File: config.mk
export PLATFORM = sky130hd
export DESIGN_NAME = prog_loader
export DESIGN_NICKNAME = d
export VERILOG_FILES = /design/src/rtl/loader_pkg.sv /design/src/rtl/prog_loader_wordpack.sv /design/src/rtl/prog_loader.sv
export SDC_FILE = /design/constraint.sdc
export NUM_CORES = 1
export LEC_CHECK = 0
export ABC_AREA = 1
export BUFFER_PORTS_ARGS = -buffer_cell sky130_fd_sc_hd__buf_2
export CAP_MARGIN = 20
export CORE_MARGIN = 5
export CORE_UTILIZATION = 53
export CTS_CLUSTER_DIAMETER = 150
export CTS_CLUSTER_SIZE = 24
export DETAILED_ROUTE_END_ITERATION = 8
export PLACE_DENSITY = 0.75
export SYNTH_ARGS = -nofsm -noshare
export SYNTH_HDL_FRONTEND = slang
export SYNTH_SLANG_ARGS = --single-unit
File: constraint.sdc
create_clock -name clk -period 1.8 [get_ports clk]
set_clock_uncertainty 0.05 [all_clocks]
set_input_delay 0.09 -clock clk [delete_from_list [all_inputs] [get_ports clk]]
set_output_delay 0.09 -clock clk [all_outputs]
set_load 0.01 [all_outputs]
File: src/rtl/loader_pkg.sv
// Shared state type and default constants for the serial program loader.
package loader_pkg;

  typedef enum logic [2:0] {
    IDLE,
    LEN_LO,
    LEN_HI,
    DATA,
    CSUM,
    DONE,
    ERR
  } loader_state_t;

  localparam logic [7:0] LOADER_MAGIC   = 8'hA5;
  localparam int         LOADER_TIMEOUT = 1_000_000;

endpackage

File: src/rtl/prog_loader_wordpack.sv
// Packs four little-endian bytes into one 32-bit instruction word.
module prog_loader_wordpack (
  input  logic        clk,
  input  logic        rst_n,
  input  logic        clr_i,
  input  logic        push_i,
  input  logic [7:0]  byte_i,
  output logic        word_valid_o,
  output logic [31:0] word_o
);

  logic [1:0]  cnt_q;
  logic [31:0] sr_q;

  // The 4th byte completes the word without waiting for the register.
  assign word_o       = {byte_i, sr_q[31:8]};
  assign word_valid_o = push_i && (cnt_q == 2'd3);

  always_ff @(posedge clk or negedge rst_n) begin
    if (!rst_n) begin
      cnt_q <= 2'd0;
      sr_q  <= 32'd0;
    end else if (clr_i) begin
      cnt_q <= 2'd0;
      sr_q  <= 32'd0;
    end else if (push_i) begin
      cnt_q <= cnt_q + 2'd1;
      sr_q  <= word_o;
    end
  end

endmodule

File: src/rtl/prog_loader.sv
// Serial-link loader writing the instruction memory and gating core reset.
// Optional trailing XOR checksum: define LOADER_CHECKSUM_EN.
module prog_loader
  import loader_pkg::*;
#(
  parameter int         ADDR_W      = 10,
  parameter logic [7:0] MAGIC       = LOADER_MAGIC,
  parameter int         TIMEOUT_CYC = LOADER_TIMEOUT
) (
  input  logic              clk,
  input  logic              rst_n,
  input  logic              rx_valid,
  input  logic [7:0]        rx_data,
  output logic              imem_we,
  output logic [ADDR_W-1:0] imem_addr,
  output logic [31:0]       imem_wdata,
  output logic              core_rst_n,
  output logic              load_done,
  output logic              load_err
);

  localparam int              TW   = $clog2(TIMEOUT_CYC);
  localparam logic [TW-1:0]   TMAX = TW'(TIMEOUT_CYC - 1);
  localparam logic [16:0]     CAP  = 17'd1 << ADDR_W;

`ifdef LOADER_CHECKSUM_EN
  localparam loader_state_t TAIL = CSUM;
`else
  localparam loader_state_t TAIL = DONE;
`endif

  loader_state_t     state_q, state_d;
  logic [15:0]       len_q;
  logic [16:0]       wcnt_q;
  logic [TW-1:0]     idle_q;
  logic              we_q;
  logic [ADDR_W-1:0] addr_q;
  logic [31:0]       wdata_q;
  logic              done_q;
  logic              err_q;

  logic        pk_push, pk_clr, pk_valid;
  logic [31:0] pk_word;
  logic [15:0] len_w;
  logic        active, last_w, too_big;

  assign len_w   = {rx_data, len_q[7:0]};
  assign too_big = {1'b0, len_w} > CAP;
  assign last_w  = (wcnt_q + 17'd1) == {1'b0, len_q};
  assign active  = state_q inside {LEN_LO, LEN_HI, DATA, CSUM};
  assign pk_push = rx_valid && (state_q == DATA);
  assign pk_clr  = rx_valid && (state_q == LEN_HI);

  prog_loader_wordpack u_pack (
    .clk          (clk),
    .rst_n        (rst_n),
    .clr_i        (pk_clr),
    .push_i       (pk_push),
    .byte_i       (rx_data),
    .word_valid_o (pk_valid),
    .word_o       (pk_word)
  );

`ifdef LOADER_CHECKSUM_EN
  logic [7:0] csum_q;

  always_ff @(posedge clk or negedge rst_n) begin
    if (!rst_n) begin
      csum_q <= 8'd0;
    end else if (rx_valid) begin
      if (state_q inside {LEN_LO, LEN_HI, DATA})
        csum_q <= csum_q ^ rx_data;
      else if (state_q != CSUM)
        csum_q <= 8'd0;
    end
  end
`endif

  always_comb begin
    state_d = state_q;
    if (rx_valid) begin
      unique case (state_q)
        IDLE, DONE, ERR:
          if (rx_data == MAGIC) state_d = LEN_LO;
        LEN_LO: state_d = LEN_HI;
        LEN_HI: begin
          if (len_w == 16'd0) state_d = TAIL;
          else if (too_big)   state_d = ERR;
          else                state_d = DATA;
        end
        DATA:
          if (pk_valid && last_w) state_d = TAIL;
`ifdef LOADER_CHECKSUM_EN
        CSUM:
          state_d = (rx_data == csum_q) ? DONE : ERR;
`endif
        default: state_d = IDLE;
      endcase
    end else if (active && (idle_q == TMAX)) begin
      state_d = ERR;
    end
  end

  always_ff @(posedge clk or negedge rst_n) begin
    if (!rst_n) begin
      state_q <= IDLE;
      len_q   <= 16'd0;
      wcnt_q  <= 17'd0;
      idle_q  <= '0;
      we_q    <= 1'b0;
      addr_q  <= '0;
      wdata_q <= 32'd0;
      done_q  <= 1'b0;
      err_q   <= 1'b0;
    end else begin
      state_q <= state_d;
      done_q  <= (state_d == DONE);
      err_q   <= (state_d == ERR);
      we_q    <= pk_valid;
      if (pk_valid) wdata_q <= pk_word;
      if (!active || rx_valid) idle_q <= '0;
      else                     idle_q <= idle_q + 1'b1;
      if (rx_valid && state_q == LEN_LO) len_q[7:0]  <= rx_data;
      if (rx_valid && state_q == LEN_HI) len_q[15:8] <= rx_data;
      // Address advances after the pulse so it is stable while we is high.
      if (pk_clr) begin
        addr_q <= '0;
        wcnt_q <= 17'd0;
      end else begin
        if (we_q)     addr_q <= addr_q + 1'b1;
        if (pk_valid) wcnt_q <= wcnt_q + 17'd1;
      end
    end
  end

  assign imem_we    = we_q;
  assign imem_addr  = addr_q;
  assign imem_wdata = wdata_q;
  assign core_rst_n = done_q;
  assign load_done  = done_q;
  assign load_err   = err_q;

endmodule

After elaboration in Yosys (flattened, before gate mapping)
Cells that the tools add are included.
- register bits: 135
- input bits: 11
- output and inout port bits: 46
- $add $sub $neg: 4
- magnitude comparators: 1
- eq/ne operators: 12
- muxes and demuxes: 16
- reduce and logical (&&, ||, !) cells: 15
- operators by type and width (cell ; count):
    2-to-1 mux 32 bit ; 2
    2-to-1 mux 17 bit ; 2
    adder 20 x 1 -> 20 bit, second input constant ; 1
    == test 20 bit, second input constant ; 1
    2-to-1 mux 10 bit ; 2
    2-to-1 mux 20 bit ; 1
    2-to-1 mux 3 bit ; 6
    adder 17 x 1 -> 17 bit, second input constant ; 1
    == test 17 x 16 -> 1 bit ; 1
    > comparator 16 x 11 -> 1 bit, second input constant ; 1
    zero test 16 bit ; 1
    == test 3 bit, second input constant ; 5
    case mux 3 bit (4 select lines) ; 1
    adder 10 x 1 -> 10 bit, second input constant ; 1
    == test 8 bit, second input constant ; 1
    == test 3 x 2 -> 1 bit, second input constant ; 2
    logical AND 1 bit ; 6
    nonzero test 2 bit ; 3
    2-to-1 mux 2 bit ; 2
    nonzero test 4 bit ; 1
    == test 3 x 1 -> 1 bit, second input constant ; 1
    zero test 3 bit ; 1
    OR reduction 3 bit ; 1
    adder 2 x 1 -> 2 bit, second input constant ; 1
    3 further kinds ; 3

Logic depth before layout (Yosys ltp)
- word-level depth: 8
- mapped depth: 18

Modules after synthesis
From an unflattened synthesis, not the netlist that was laid out.
- cell total of the unflattened synthesis: 798
- area, all modules: 6336.1 um^2
- modules (own cells, without submodules) (module ; instances ; cells an instance ; area an instance (um^2) ; seq. area each (um^2)):
    prog_loader ; 1 ; 673 ; 5071.1 ; 2527.4
    prog_loader_wordpack ; 1 ; 125 ; 1265.0 ; 650.6

Least setup slack after synthesis
No wires, ideal clock.
- kind: reg2reg
- from: register wcnt_q[0]
- to: register err_q, in the netlist load_err
- library setup time: 0.115 ns
- arrival: 1.759 ns
- data required time: 1.635 ns
- setup slack: -0.123 ns
- stages on the path, launching flop included: 17
- period minus slack after synthesis: 1.923 ns
- path through: dfrtp_1 ha_1 or2_2 nand3_1 nand2_1 nor2_1 nand2_1 nor2_1 nand3_1 nor2_1 nand2_1 nand2_1 nand2_1 nand2_1 nand2_1 clkinv_1 nor2_1
- longest elaborated chain between the ends: 7
- RTL lines (item ; RTL line ; source):
    start: declaration ; prog_loader.sv:34 ; logic [16:0] wcnt_q;
    start signal: assignment ; prog_loader.sv:131 ; if (pk_valid) wcnt_q <= wcnt_q + 17'd1;
    adder 17 x 1 -> 17 bit ; prog_loader.sv:49 ; assign last_w = (wcnt_q + 17'd1) == {1'b0, len_q};
    == test 17 x 16 -> 1 bit ; prog_loader.sv:49 ;
    logical AND 1 bit ; prog_loader.sv:92 ; if (pk_valid && last_w) state_d = TAIL;
    2-to-1 mux 3 bit ; prog_loader.sv:92 ;
    case mux 3 bit (4 select lines) ; prog_loader.sv:82 ; unique case (state_q)
    2-to-1 mux 3 bit ; prog_loader.sv:81 ; if (rx_valid) begin
    via state_d[1] ; prog_loader.sv:32 ; loader_state_t state_q, state_d;
    == test 3 bit ; prog_loader.sv:118 ; err_q <= (state_d == ERR);
    end signal: assignment ; prog_loader.sv:118 ;
    end: declaration ; prog_loader.sv:40 ; logic err_q;
The timed path passes the listed nets, and every way through them passes these cells.
A chain may end at the register's enable or synchronous reset.

Final worst setup path
Ends and elaborated chain as after synthesis.

==> flow_summary.ini <==
[floorplanning]
initial_utilization_pct = 54.46
rows = 38
dieArea_sq_um = 13460
io-pin-count = 57
coreArea_sq_um = 10940
fp.dieW_um = 116.0
die_h_um = 116.0

[timing]
setup_viol = 13
finalCriticalPeriod_ns = 2.235
setup_slack_ns = -0.4347
rsz0062_at_grt = yes
clock.fmax_ghz = 0.4475
finalHoldViolations = 0
slew_headroom_pct = 70.73
finalCritPeriodShare_pct = 124.2
setup_tns_ns = -2.633
slew_viol_final = 0
worstMarginPinSlew_ns = 0.4350

[critical_path]
critPathLaunchType = flip-flop
crit_path_start = wcnt_q[0]
path_cells = ha_4 > nand2_4 > nor2_4 > nand2_4 > inv_2 > nand4_1 > nand2_1 > nand2_1 > nor2_1 > nand2_1 > nor2_1 > nand2_1 > nand2_1 > nand2_1 > nand2_2 > nand2_2 > clkinv_1 > nor2_1
critPathMostFrequentCell = nand2_1
crit_path_end_kind = flip-flop
max_stage_delay_ns = 0.44
critPathArrivalTime_ns = 2.50
critPathTopFamily = simple AND/OR/NAND/NOR gates
path_buf_inv = 2
critPathKind = flip-flop to flip-flop
worstReg2RegStart = wcnt_q[0]
slowest_stage = dfrtp_1
crit_fanout = 7
critical_path_required_ns = 2.06

[run]
maxCapViolCount = 0

[place]
place_inst = 957
numPortBuffers = 56
place_area_sq_um = 6807
gp_congestion = 0.9313
hpwl_um = 10110

[synthesis]
synth-simple-area-share_pct = 24.56
synth_compound_area_share_pct = 12.63
synth_xor_xnor_area_share_pct = 0.5252
synth_top_area_share_pct = 53.36
synth-edff-count = 0
synth_top_family_by_area = simple AND/OR/NAND/NOR gates
synthCells = 724
netlist.top_cell.by_area = dfrtp_1
netlist_area_sq_um = 5956
ys.warnings.count = 0
synth_nets = 739
ys_top_cells_by_count = 181 x nand2_1, 127 x dfrtp_1, 101 x inv_1, 76 x o21ai_0, 57 x nor2_1
synthTopCellsByArea = dfrtp_1 53%, nand2_1 11%, o21ai_0 6.4%
synth_flop_cell = dfrtp_1
synthAdderAreaFrac_pct = 0.8403
yosys-mux-area-fraction_pct = 0.1681
avgSynthCellArea_sq_um = 8.226
yosys.cell_types.count = 38
yosysMostFrequentCell = nand2_1
ys_seq_area_share_pct = 53.36
synth_seq_cells = 127
async_flop_share_pct = 100.0

[power]
power_uw = 9039
powerDensity_nw_per_um2 = 1146
p_leak_uw = 0.003879
ir_drop_uv = 649.1

[cts]
clk_pin_slew_ns = 0.06
cts_max_level = 4
cts.sinks = 127
cts.path.max_buffers = 2
cts_made_buffers = 17
cts_tree = done
root_buffer = clkbuf_16
clock_insertion_delay_worst_skew_ns = 0.42

[grt]
grt_overflow = 0
grt_pass1_wl_um = 25560
grt_max_degree = 54
first_global_vias = 5571
antenna_found_initial = 0
grt_usage_pct = 24.22

[min_path]
hp-class = input port to flip-flop
min_from = rx_data[5]

[drt]
first_pass_iters = 5
antenna_left = 0
routed_via_density = 5.430
num_vias = 5517
drt_iter0_markers = 385
drc = 0
avgRoutedWirePerCell_um = 15.59
routed_wl_um = 15840

[outcome]
status = finished, violations left
violations = negative setup slack

[final_layout]
synthToLayoutAreaGrowth_pct = 32.44
final_cell_area_sq_um = 7888
antennaDiodeCount = 0
drive_gt1_share_pct = 26.48
fin_cells = 1016
nets = 879
-- routing by layer --
metal / GRT usage [%] / share of wire [%] / vias to the layer above
met5: 0 / 0 / -
met1: 28.49 / 40 / 2653
met2: 42.54 / 52 / 164
li1: - / - / 2645
met4: 11.45 / 3.6 / 0
met3: 4.804 / 4.6 / 55
-- where the power goes --
| part | internal (uW) | total, uW | switching [uW] | leakage [uW] |
|---|---|---|---|---|
| Combinational | 817 | 1990 | 1170 | 0.00184 |
| Clock | 2150 | 3450 | 1290 | 0.000289 |
| Sequential | 3300 | 3600 | 298 | 0.00175 |
| Total | 6270 | 9040 | 2770 | 0.00388 |
-- state kept, by name, summed over array words and instances (netlist names) --
| signal | cells |
|---|---|
| imem_wdata | 32 |
| len_q | 16 |
| imem_addr | 10 |
| state_q | 3 |
| wcnt_q | 17 |
| imem_we | 1 |
| core_rst_n | 1 |
| idle_q | 20 |
| u_pack.cnt_q | 2 |
| load_err | 1 |
| u_pack.sr_q | 24 |
-- metrics by stage --
stage	setup WS [ns]	util (%)	hold WS (ns)
finish	-0.4347	72.13	0.02739
global route	-0.5785	72.13	0.06197
CTS	-0.3238	70.31	0.01133
detailed placement	-0.2926	62.24	0.007173
global placement	-0.1803	62.24	0.002879
floorplan	-0.07579	-	-0.2556
-- layout make-up --
cell class / instances / area [sq um]
Fill cell: 801 / 3048
Multi-Input combinational cell: 474 / 2539
Timing Repair Buffer: 139 / 996.0
Inverter: 105 / 399.1
Clock inverter: 11 / 132.6
Clock buffer: 20 / 466.7
Sequential cell: 127 / 3179
Tap cell: 140 / 175.2
-- worst min-delay path, stage by stage --
cell and delay (ns):
buf_2 0.10, inv_1 0.10, o21ai_0 0.16
-- worst paths after layout --
kind | slack, ns | cells after the start | end
max | -0.43 | 18 | load_err
min | 0.03 | 3 | len_q[5]
max reg2reg | -0.43 | 18 | load_err
min reg2reg | 0.43 | 2 | imem_wdata[2]
max in group asynchronous | 0.97 | 3 | imem_addr[1]
min in group asynchronous | 0.10 | 2 | imem_wdata[7]
-- kinds of logic after synthesis --
kind of cell / after synthesis
adders and majority gates: 4
buffers and inverters: 123
xor gates and xnor gates: 2
and+or+nand+nor: 327
AOI/OAI and AO/OA: 140
muxes: 1
DFF: 127
-- placed cells by master, fill, tap and decap left out, types with 6 or more instances in the layout --
cell type and instances:
o22ai_1 33, nor2_1 45, o21ai_0 70, nand2_2 12, dfrtp_1 126, a21oi_1 22
o21ai_1 6, inv_1 96, inv_2 6, nor2_2 11, buf_6 6, nand4_1 16
nor2_4 9, clkbuf_16 17, nand2_1 173, buf_2 55, dlygate4sd3_1 7, nand3_1 29
buf_4 67
-- what timing repair did --
item	in CTS	in global routing
endpoints found under the setup margin	9	53
endpoints found under the hold margin	136	0
setup buffers	14	11
pin swaps	10	26
gates resized for setup	30	46
hold buffers	7	0
(Power assumes the default switching activity.)
